$ cat config.mk
export PLATFORM = sky130hd
export DESIGN_NAME = snax_csr_responder_flat
export DESIGN_NICKNAME = d
export VERILOG_FILES = /design/src/rtl/snax_csr_responder_if.sv /design/src/rtl/snax_csr_responder.sv /design/src/flat_wrapper.sv
export SDC_FILE = /design/constraint.sdc
export NUM_CORES = 1
export LEC_CHECK = 0
export CORE_ASPECT_RATIO = 2
export CORE_MARGIN = 2
export CORE_UTILIZATION = 30
export DETAILED_ROUTE_END_ITERATION = 7
export RECOVER_POWER = 100
export SLEW_MARGIN = 20
export SYNTH_ARGS = -nofsm -noshare
export SYNTH_HDL_FRONTEND = slang
export SYNTH_SLANG_ARGS = --single-unit
$ cat constraint.sdc
create_clock -name clk_i -period 4.5 [get_ports clk_i]
set_input_delay 0.675 -clock clk_i [delete_from_list [all_inputs] [get_ports clk_i]]
set_output_delay 0.675 -clock clk_i [all_outputs]
set_load 0.05 [all_outputs]
$ cat src/rtl/snax_csr_responder_if.sv
// CSR request/response channel between a SNAX core (master) and the
// accelerator-side CSR responder (slave).
interface snax_csr_responder_if;
  logic [31:0] req_addr_i;
  logic [31:0] req_data_i;
  logic        req_write_i;
  logic [4:0]  req_id_i;
  logic        req_qvalid_i;
  logic        req_qready_o;

  logic [31:0] rsp_data_o;
  logic [4:0]  rsp_id_o;
  logic        rsp_error_o;
  logic        rsp_pvalid_o;
  logic        rsp_pready_i;

  modport slave (
    input  req_addr_i, req_data_i, req_write_i, req_id_i, req_qvalid_i,
    input  rsp_pready_i,
    output req_qready_o,
    output rsp_data_o, rsp_id_o, rsp_error_o, rsp_pvalid_o
  );

  modport master (
    output req_addr_i, req_data_i, req_write_i, req_id_i, req_qvalid_i,
    output rsp_pready_i,
    input  req_qready_o,
    input  rsp_data_o, rsp_id_o, rsp_error_o, rsp_pvalid_o
  );
endinterface

$ cat src/rtl/snax_csr_responder.sv
// CSR responder: RW shadow registers with a launch CSR, RO status registers
// with a busy-cycle counter, and a one-entry read response buffer.
module snax_csr_responder #(
  parameter int unsigned NumRwCsr      = 4,
  parameter int unsigned NumRoCsr      = 2,
  parameter int unsigned CsrAddrOffset = 960
) (
  input  logic                        clk_i,
  input  logic                        rst_i,
  snax_csr_responder_if.slave         csr,
  output logic [32*(NumRwCsr-1)-1:0]  acc_csr_o,
  output logic                        acc_launch_valid_o,
  input  logic                        acc_launch_ready_i,
  input  logic                        acc_busy_i,
  input  logic [32*(NumRoCsr-1)-1:0]  acc_ro_csr_i
);

  localparam int unsigned LaunchIdx = NumRwCsr - 1;
  localparam int unsigned BusyIdx   = NumRwCsr + NumRoCsr - 1;

  logic [31:0] shadow_q [NumRwCsr];
  logic [31:0] shadow_d [NumRwCsr];
  logic        launch_valid_q, launch_valid_d;
  logic [31:0] busy_cnt_q, busy_cnt_d;
  logic        rsp_valid_q, rsp_valid_d;
  logic [31:0] rsp_data_q, rsp_data_d;
  logic [4:0]  rsp_id_q, rsp_id_d;
  logic        rsp_err_q, rsp_err_d;

  logic [31:0] idx;
  logic        is_rw, is_ro;
  logic        launch_hs, launch_stall;
  logic        qready, wr_fire, rd_fire;
  logic [31:0] rd_data;
  logic        rd_err;

  // Address decode: the subtraction wraps, so addresses below the offset land
  // far above the mapped range.
  assign idx   = csr.req_addr_i - 32'(CsrAddrOffset);
  assign is_rw = idx < 32'(NumRwCsr);
  assign is_ro = !is_rw && (idx < 32'(NumRwCsr + NumRoCsr));

  assign launch_hs    = launch_valid_q & acc_launch_ready_i;
  // Configuration must not move under the accelerator while a launch is pending.
  assign launch_stall = launch_valid_q & ~acc_launch_ready_i;

  always_comb begin
    qready = 1'b0;
    if (!rst_i) begin
      if (csr.req_write_i) qready = ~launch_stall;
      else                 qready = ~rsp_valid_q | csr.rsp_pready_i;
    end
  end

  assign wr_fire = csr.req_qvalid_i & qready & csr.req_write_i;
  assign rd_fire = csr.req_qvalid_i & qready & ~csr.req_write_i;

  // Read data mux
  always_comb begin
    rd_data = '0;
    rd_err  = 1'b0;
    if (is_rw) begin
      for (int unsigned i = 0; i < NumRwCsr; i++) begin
        if (idx == 32'(i)) begin
          rd_data = shadow_q[i];
          if (i == LaunchIdx) rd_data[0] = launch_valid_q;
        end
      end
    end else if (is_ro) begin
      for (int unsigned k = 0; k < NumRoCsr - 1; k++) begin
        if (idx == 32'(NumRwCsr + k)) rd_data = acc_ro_csr_i[32*k +: 32];
      end
      if (idx == 32'(BusyIdx)) rd_data = busy_cnt_q;
    end else begin
      rd_err = 1'b1;
    end
  end

  // Next-state: shadows, launch flag, busy counter, response buffer
  always_comb begin
    for (int unsigned i = 0; i < NumRwCsr; i++) shadow_d[i] = shadow_q[i];
    launch_valid_d = launch_valid_q & ~launch_hs;
    if (wr_fire && is_rw) begin
      for (int unsigned i = 0; i < NumRwCsr; i++) begin
        if (idx == 32'(i)) begin
          shadow_d[i] = csr.req_data_i;
          if (i == LaunchIdx && csr.req_data_i[0]) launch_valid_d = 1'b1;
        end
      end
    end

    busy_cnt_d = busy_cnt_q;
    if (launch_hs)                              busy_cnt_d = '0;
    else if (acc_busy_i && busy_cnt_q != '1)    busy_cnt_d = busy_cnt_q + 32'd1;

    rsp_valid_d = rsp_valid_q & ~csr.rsp_pready_i;
    rsp_data_d  = rsp_data_q;
    rsp_id_d    = rsp_id_q;
    rsp_err_d   = rsp_err_q;
    if (rd_fire) begin
      rsp_valid_d = 1'b1;
      rsp_data_d  = rd_data;
      rsp_id_d    = csr.req_id_i;
      rsp_err_d   = rd_err;
    end
  end

  // State registers
  always_ff @(posedge clk_i) begin
    if (rst_i) begin
      for (int unsigned i = 0; i < NumRwCsr; i++) shadow_q[i] <= '0;
      launch_valid_q <= 1'b0;
      busy_cnt_q     <= '0;
      rsp_valid_q    <= 1'b0;
      rsp_data_q     <= '0;
      rsp_id_q       <= '0;
      rsp_err_q      <= 1'b0;
    end else begin
      for (int unsigned i = 0; i < NumRwCsr; i++) shadow_q[i] <= shadow_d[i];
      launch_valid_q <= launch_valid_d;
      busy_cnt_q     <= busy_cnt_d;
      rsp_valid_q    <= rsp_valid_d;
      rsp_data_q     <= rsp_data_d;
      rsp_id_q       <= rsp_id_d;
      rsp_err_q      <= rsp_err_d;
    end
  end

  always_comb begin
    acc_csr_o = '0;
    for (int unsigned i = 0; i < NumRwCsr - 1; i++) acc_csr_o[32*i +: 32] = shadow_q[i];
  end

  assign acc_launch_valid_o = launch_valid_q;
  assign csr.req_qready_o   = qready;
  assign csr.rsp_pvalid_o   = rsp_valid_q;
  assign csr.rsp_data_o     = rsp_data_q;
  assign csr.rsp_id_o       = rsp_id_q;
  assign csr.rsp_error_o    = rsp_err_q;

endmodule
$ cat src/flat_wrapper.sv
// flat-port wrapper written by rule: the top's interface ports become plain ports
module snax_csr_responder_flat 
#(
  parameter int unsigned NumRwCsr      = 4,
  parameter int unsigned NumRoCsr      = 2,
  parameter int unsigned CsrAddrOffset = 960
)
  (clk_i, rst_i, acc_csr_o, acc_launch_valid_o, acc_launch_ready_i, acc_busy_i, acc_ro_csr_i, csr_req_addr_i, csr_req_data_i, csr_req_write_i, csr_req_id_i, csr_req_qvalid_i, csr_rsp_pready_i, csr_req_qready_o, csr_rsp_data_o, csr_rsp_id_o, csr_rsp_error_o, csr_rsp_pvalid_o);
  snax_csr_responder_if csr_i ();
  input  logic clk_i;
  input  logic rst_i;
  output logic [32*(NumRwCsr-1)-1:0] acc_csr_o;
  output logic acc_launch_valid_o;
  input  logic acc_launch_ready_i;
  input  logic acc_busy_i;
  input  logic [32*(NumRoCsr-1)-1:0] acc_ro_csr_i;
  input wire logic [$bits(csr_i.req_addr_i)-1:0] csr_req_addr_i;
  input wire logic [$bits(csr_i.req_data_i)-1:0] csr_req_data_i;
  input wire logic [$bits(csr_i.req_write_i)-1:0] csr_req_write_i;
  input wire logic [$bits(csr_i.req_id_i)-1:0] csr_req_id_i;
  input wire logic [$bits(csr_i.req_qvalid_i)-1:0] csr_req_qvalid_i;
  input wire logic [$bits(csr_i.rsp_pready_i)-1:0] csr_rsp_pready_i;
  output wire logic [$bits(csr_i.req_qready_o)-1:0] csr_req_qready_o;
  output wire logic [$bits(csr_i.rsp_data_o)-1:0] csr_rsp_data_o;
  output wire logic [$bits(csr_i.rsp_id_o)-1:0] csr_rsp_id_o;
  output wire logic [$bits(csr_i.rsp_error_o)-1:0] csr_rsp_error_o;
  output wire logic [$bits(csr_i.rsp_pvalid_o)-1:0] csr_rsp_pvalid_o;
  assign csr_i.req_addr_i = csr_req_addr_i;
  assign csr_i.req_data_i = csr_req_data_i;
  assign csr_i.req_write_i = csr_req_write_i;
  assign csr_i.req_id_i = csr_req_id_i;
  assign csr_i.req_qvalid_i = csr_req_qvalid_i;
  assign csr_i.rsp_pready_i = csr_rsp_pready_i;
  assign csr_req_qready_o = csr_i.req_qready_o;
  assign csr_rsp_data_o = csr_i.rsp_data_o;
  assign csr_rsp_id_o = csr_i.rsp_id_o;
  assign csr_rsp_error_o = csr_i.rsp_error_o;
  assign csr_rsp_pvalid_o = csr_i.rsp_pvalid_o;
  snax_csr_responder #(.NumRwCsr(NumRwCsr), .NumRoCsr(NumRoCsr), .CsrAddrOffset(CsrAddrOffset)) u_core (.clk_i(clk_i), .rst_i(rst_i), .csr(csr_i), .acc_csr_o(acc_csr_o), .acc_launch_valid_o(acc_launch_valid_o), .acc_launch_ready_i(acc_launch_ready_i), .acc_busy_i(acc_busy_i), .acc_ro_csr_i(acc_ro_csr_i));
endmodule
==> results.md <==
* Global-route wire length before repair at 45500 µm
* Yosys reg bits at 199
* Delay-heaviest family, CP: compound AO/OA/AOI/OAI gates
* Vias at 7893
* Crit-path max cell delay at 1.12 ns
* Setup Fix Bufs, Post-CTS at 0
* Ys flop type: dfxtp_1
* Avg WL per Cell at 19.1 µm
* Distinct cells, synth at 57
* Initial antenna violation count at 4
* Area growth syn-to-layout at 35.2%
* Fmax at 0.282 GHz
* Worst Tran Pin Value at 1.61 ns
* Static Leak at 5.29 nW
* Synth Net Count at 1073
* Longest Clk Path Bufs at 2
* Setup TNS at 0 ns
* Core area at 0.0307 mm²
* Setup violations, final at 0
* Number of synthesized flops with an enable pin at 0
* Worst path slowest cell: a2111oi_0
* PwrDens at 279 mW/mm²
* Relative slew slack at -0.0821
* Max H-tree Level at 4
* Most common cell after layout, fill and taps aside: nand2_1
* Io pins at 245
* TritonCTS clock tree: done
* First drt pass iteration count at 4
* Worst-path clk slew at 0.07 ns
* Largest net degree at the start of global routing at 60
* Cts bufs inserted at 17
* Share of cells above drive strength 1 at 0.0847
* Critical Path, Cell by Cell: dlygate4sd3_1 -> a2111oi_0 -> nand4_1 -> a211oi_1 -> nand4_4 -> buf_4 -> mux2i_1
* Final weighted congestion in routability-driven placement at 0.819
* Post-Route WL at 29900 µm
* HP Class: flip-flop to flip-flop
* Row count at 91
* Final hold violation count at 0
* Remaining antenna violation count after routing at 0
* Sequential cell area fraction in the yosys report at 0.426
* Final HPWL DP at 22500 µm
* Syn_area_per_cell at 9.70 µm²
* DIE WIDTH at 129 µm
* Clk Tree Root Cell: clkbuf_16
* Failing checks: max-capacitance violations, max-slew violations
* Tot GR Track Use at 0.184
* CP Data Arrival Time at 3.87 ns
* Ys async rst share at 0
* Chip Height at 254 µm
* Post-Syn Area at 0.00934 mm²
* CP endpoint kind: flip-flop
* Final core occ at 0.411
* Pins Over Slew Limit at 11
* Synth Warn # at 0
* Vias in the first global route at 7914
* CTS Hold Bufs at 0
* Most frequent cells in the layout: nand2_1, dfxtp_1, dlygate4sd3_1, mux2i_1, clkdlybuf4s50_1
* Clock Skew at 0.00760 ns
* RSZ-0062 raised after global routing: no
* Period minus WS final at 3.55 ns
* Drt first-iter violations at 333
* CP Data Required Time at 4.82 ns
* Critical path fanouts, max at 32
* Clock sink count at 199
* Startpoint type of the worst setup path: input pin
* Die area at 0.0327 mm²
* Outcome: complete, but fails checks
* GR Overflow Total at 0
* Port bufs at 244
* VDD IR max at 260 µV
* Post-CTS sizing at 0
* Starting Density at 0.304
* Clk_lat worst skew at 0.46 ns
* WP buf/inv at 2
* Final routed DRC violation total at 0
* Vias per cell at 5.03
* Period Utilization, post-route at 0.789
* Layout net count at 1290
* Max cap viols at 1
* Post-Syn Instances at 963
* Crit path kind: input pin to flip-flop
-- layout make-up --
| class | count | area [µm²] |
|---|---|---|
| fillers | 3053 | 18100 |
| multi-input cells | 699 | 5020 |
| flip-flops and latches | 199 | 3980 |
| repair buffers | 261 | 2580 |
| well taps | 372 | 465 |
| clock buffers | 18 | 429 |
| clock inverters | 14 | 131 |
| inverters | 2 | 10.0 |
| diodes | 4 | 10.0 |
-- per-layer routing --
| metal | wire length [µm] | vias up | track usage |
|---|---|---|---|
| met5 | 0 | - | 0 |
| met4 | 1280 | 0 | 0.0997 |
| met3 | 1090 | 56 | 0.0305 |
| met2 | 16000 | 198 | 0.331 |
| met1 | 11500 | 3758 | 0.203 |
| li1 | - | 3881 | - |
-- Yosys cell counts, types with 3 or more instances --
master / number / share of area
a221oi_1: 32 / 0.030
mux2i_1: 131 / 0.14
mux4_2: 32 / 0.077
buf_6: 10 / 0.012
a21oi_1: 10 / 0.0054
nand4_2: 4 / 0.0054
nand3b_1: 3 / 0.0024
nand2_1: 223 / 0.090
nor4b_1: 9 / 0.0084
xnor2_1: 27 / 0.025
nor2b_1: 34 / 0.023
clkbuf_1: 45 / 0.018
buf_12: 3 / 0.0064
nand4b_1: 4 / 0.0037
nor2_1: 43 / 0.017
nor4_1: 13 / 0.0087
o21ai_1: 13 / 0.0070
and4_1: 4 / 0.0037
or3_1: 3 / 0.0020
nand2b_1: 4 / 0.0027
a211oi_1: 7 / 0.0056
and3_1: 6 / 0.0040
xor2_1: 3 / 0.0028
nand3_1: 13 / 0.0070
buf_2: 3 / 0.0016
dfxtp_1: 199 / 0.43
nand4_1: 9 / 0.0060
nor3_1: 20 / 0.011
o21ai_0: 24 / 0.013
-- final timing paths --
check                                                from                        to  slack [ns]  cells past startpoint
worst max-delay path                                rst_i    u_core.shadow_q[3][24]        0.95                      7
worst min-delay path             u_core.csr.rsp_data_o[5]  u_core.csr.rsp_data_o[5]        0.45                      2
worst max register to register  u_core.acc_launch_valid_o    u_core.shadow_q[3][24]        1.41                      7
worst min register to register   u_core.csr.rsp_data_o[5]  u_core.csr.rsp_data_o[5]        0.45                      2
-- report_power, final --
| part | switching, W | internal (W) |
|---|---|---|
| Sequential | 0.00000347 | 0.00176 |
| Combinational | 0.000138 | 0.000125 |
| Clock | 0.000761 | 0.000736 |
| Total | 0.000902 | 0.00262 |
-- registers in the layout (all words and copies together), names as in the netlist --
signal / count
u_core.shadow_q: 127
u_core.busy_cnt_q: 32
u_core.csr.rsp_data_o: 32
u_core.csr.rsp_id_o: 5
u_core.acc_launch_valid_o: 1
u_core.csr.rsp_error_o: 1
u_core.csr.rsp_pvalid_o: 1
-- cell families after synthesis --
group / share of synthesized area
flip-flops: 0.426
multiplexers: 0.217
buffers and inverters: 0.0399
adder cells (fa/ha/maj): 0.00268
AO/OA/AOI/OAI: 0.0733
XOR/XNOR: 0.0281
AND/OR/NAND/NOR: 0.212
-- tightest hold or removal path, stage by stage, from the launching register on --
cell and delay, ns:
dfxtp_1 0.31, nand2_1 0.05, o21ai_1 0.05
-- per-stage QoR --
step	hold WS [ns]	cell area (µm²)	setup WS [ns]	instances	power, W
4_1_cts	0.452	12600	1.25	1565	0.00358
6_report	0.446	12600	0.948	1569	0.00353
5_1_grt	0.457	12600	0.760	1569	0.00366
2_1_floorplan	0.435	9340	1.78	963	0.00192
3_3_place_gp	0.438	12100	0.815	1533	0.00207
3_5_place_dp	0.442	12100	0.768	1533	0.00208
Power figures use the tool's default switching activity.
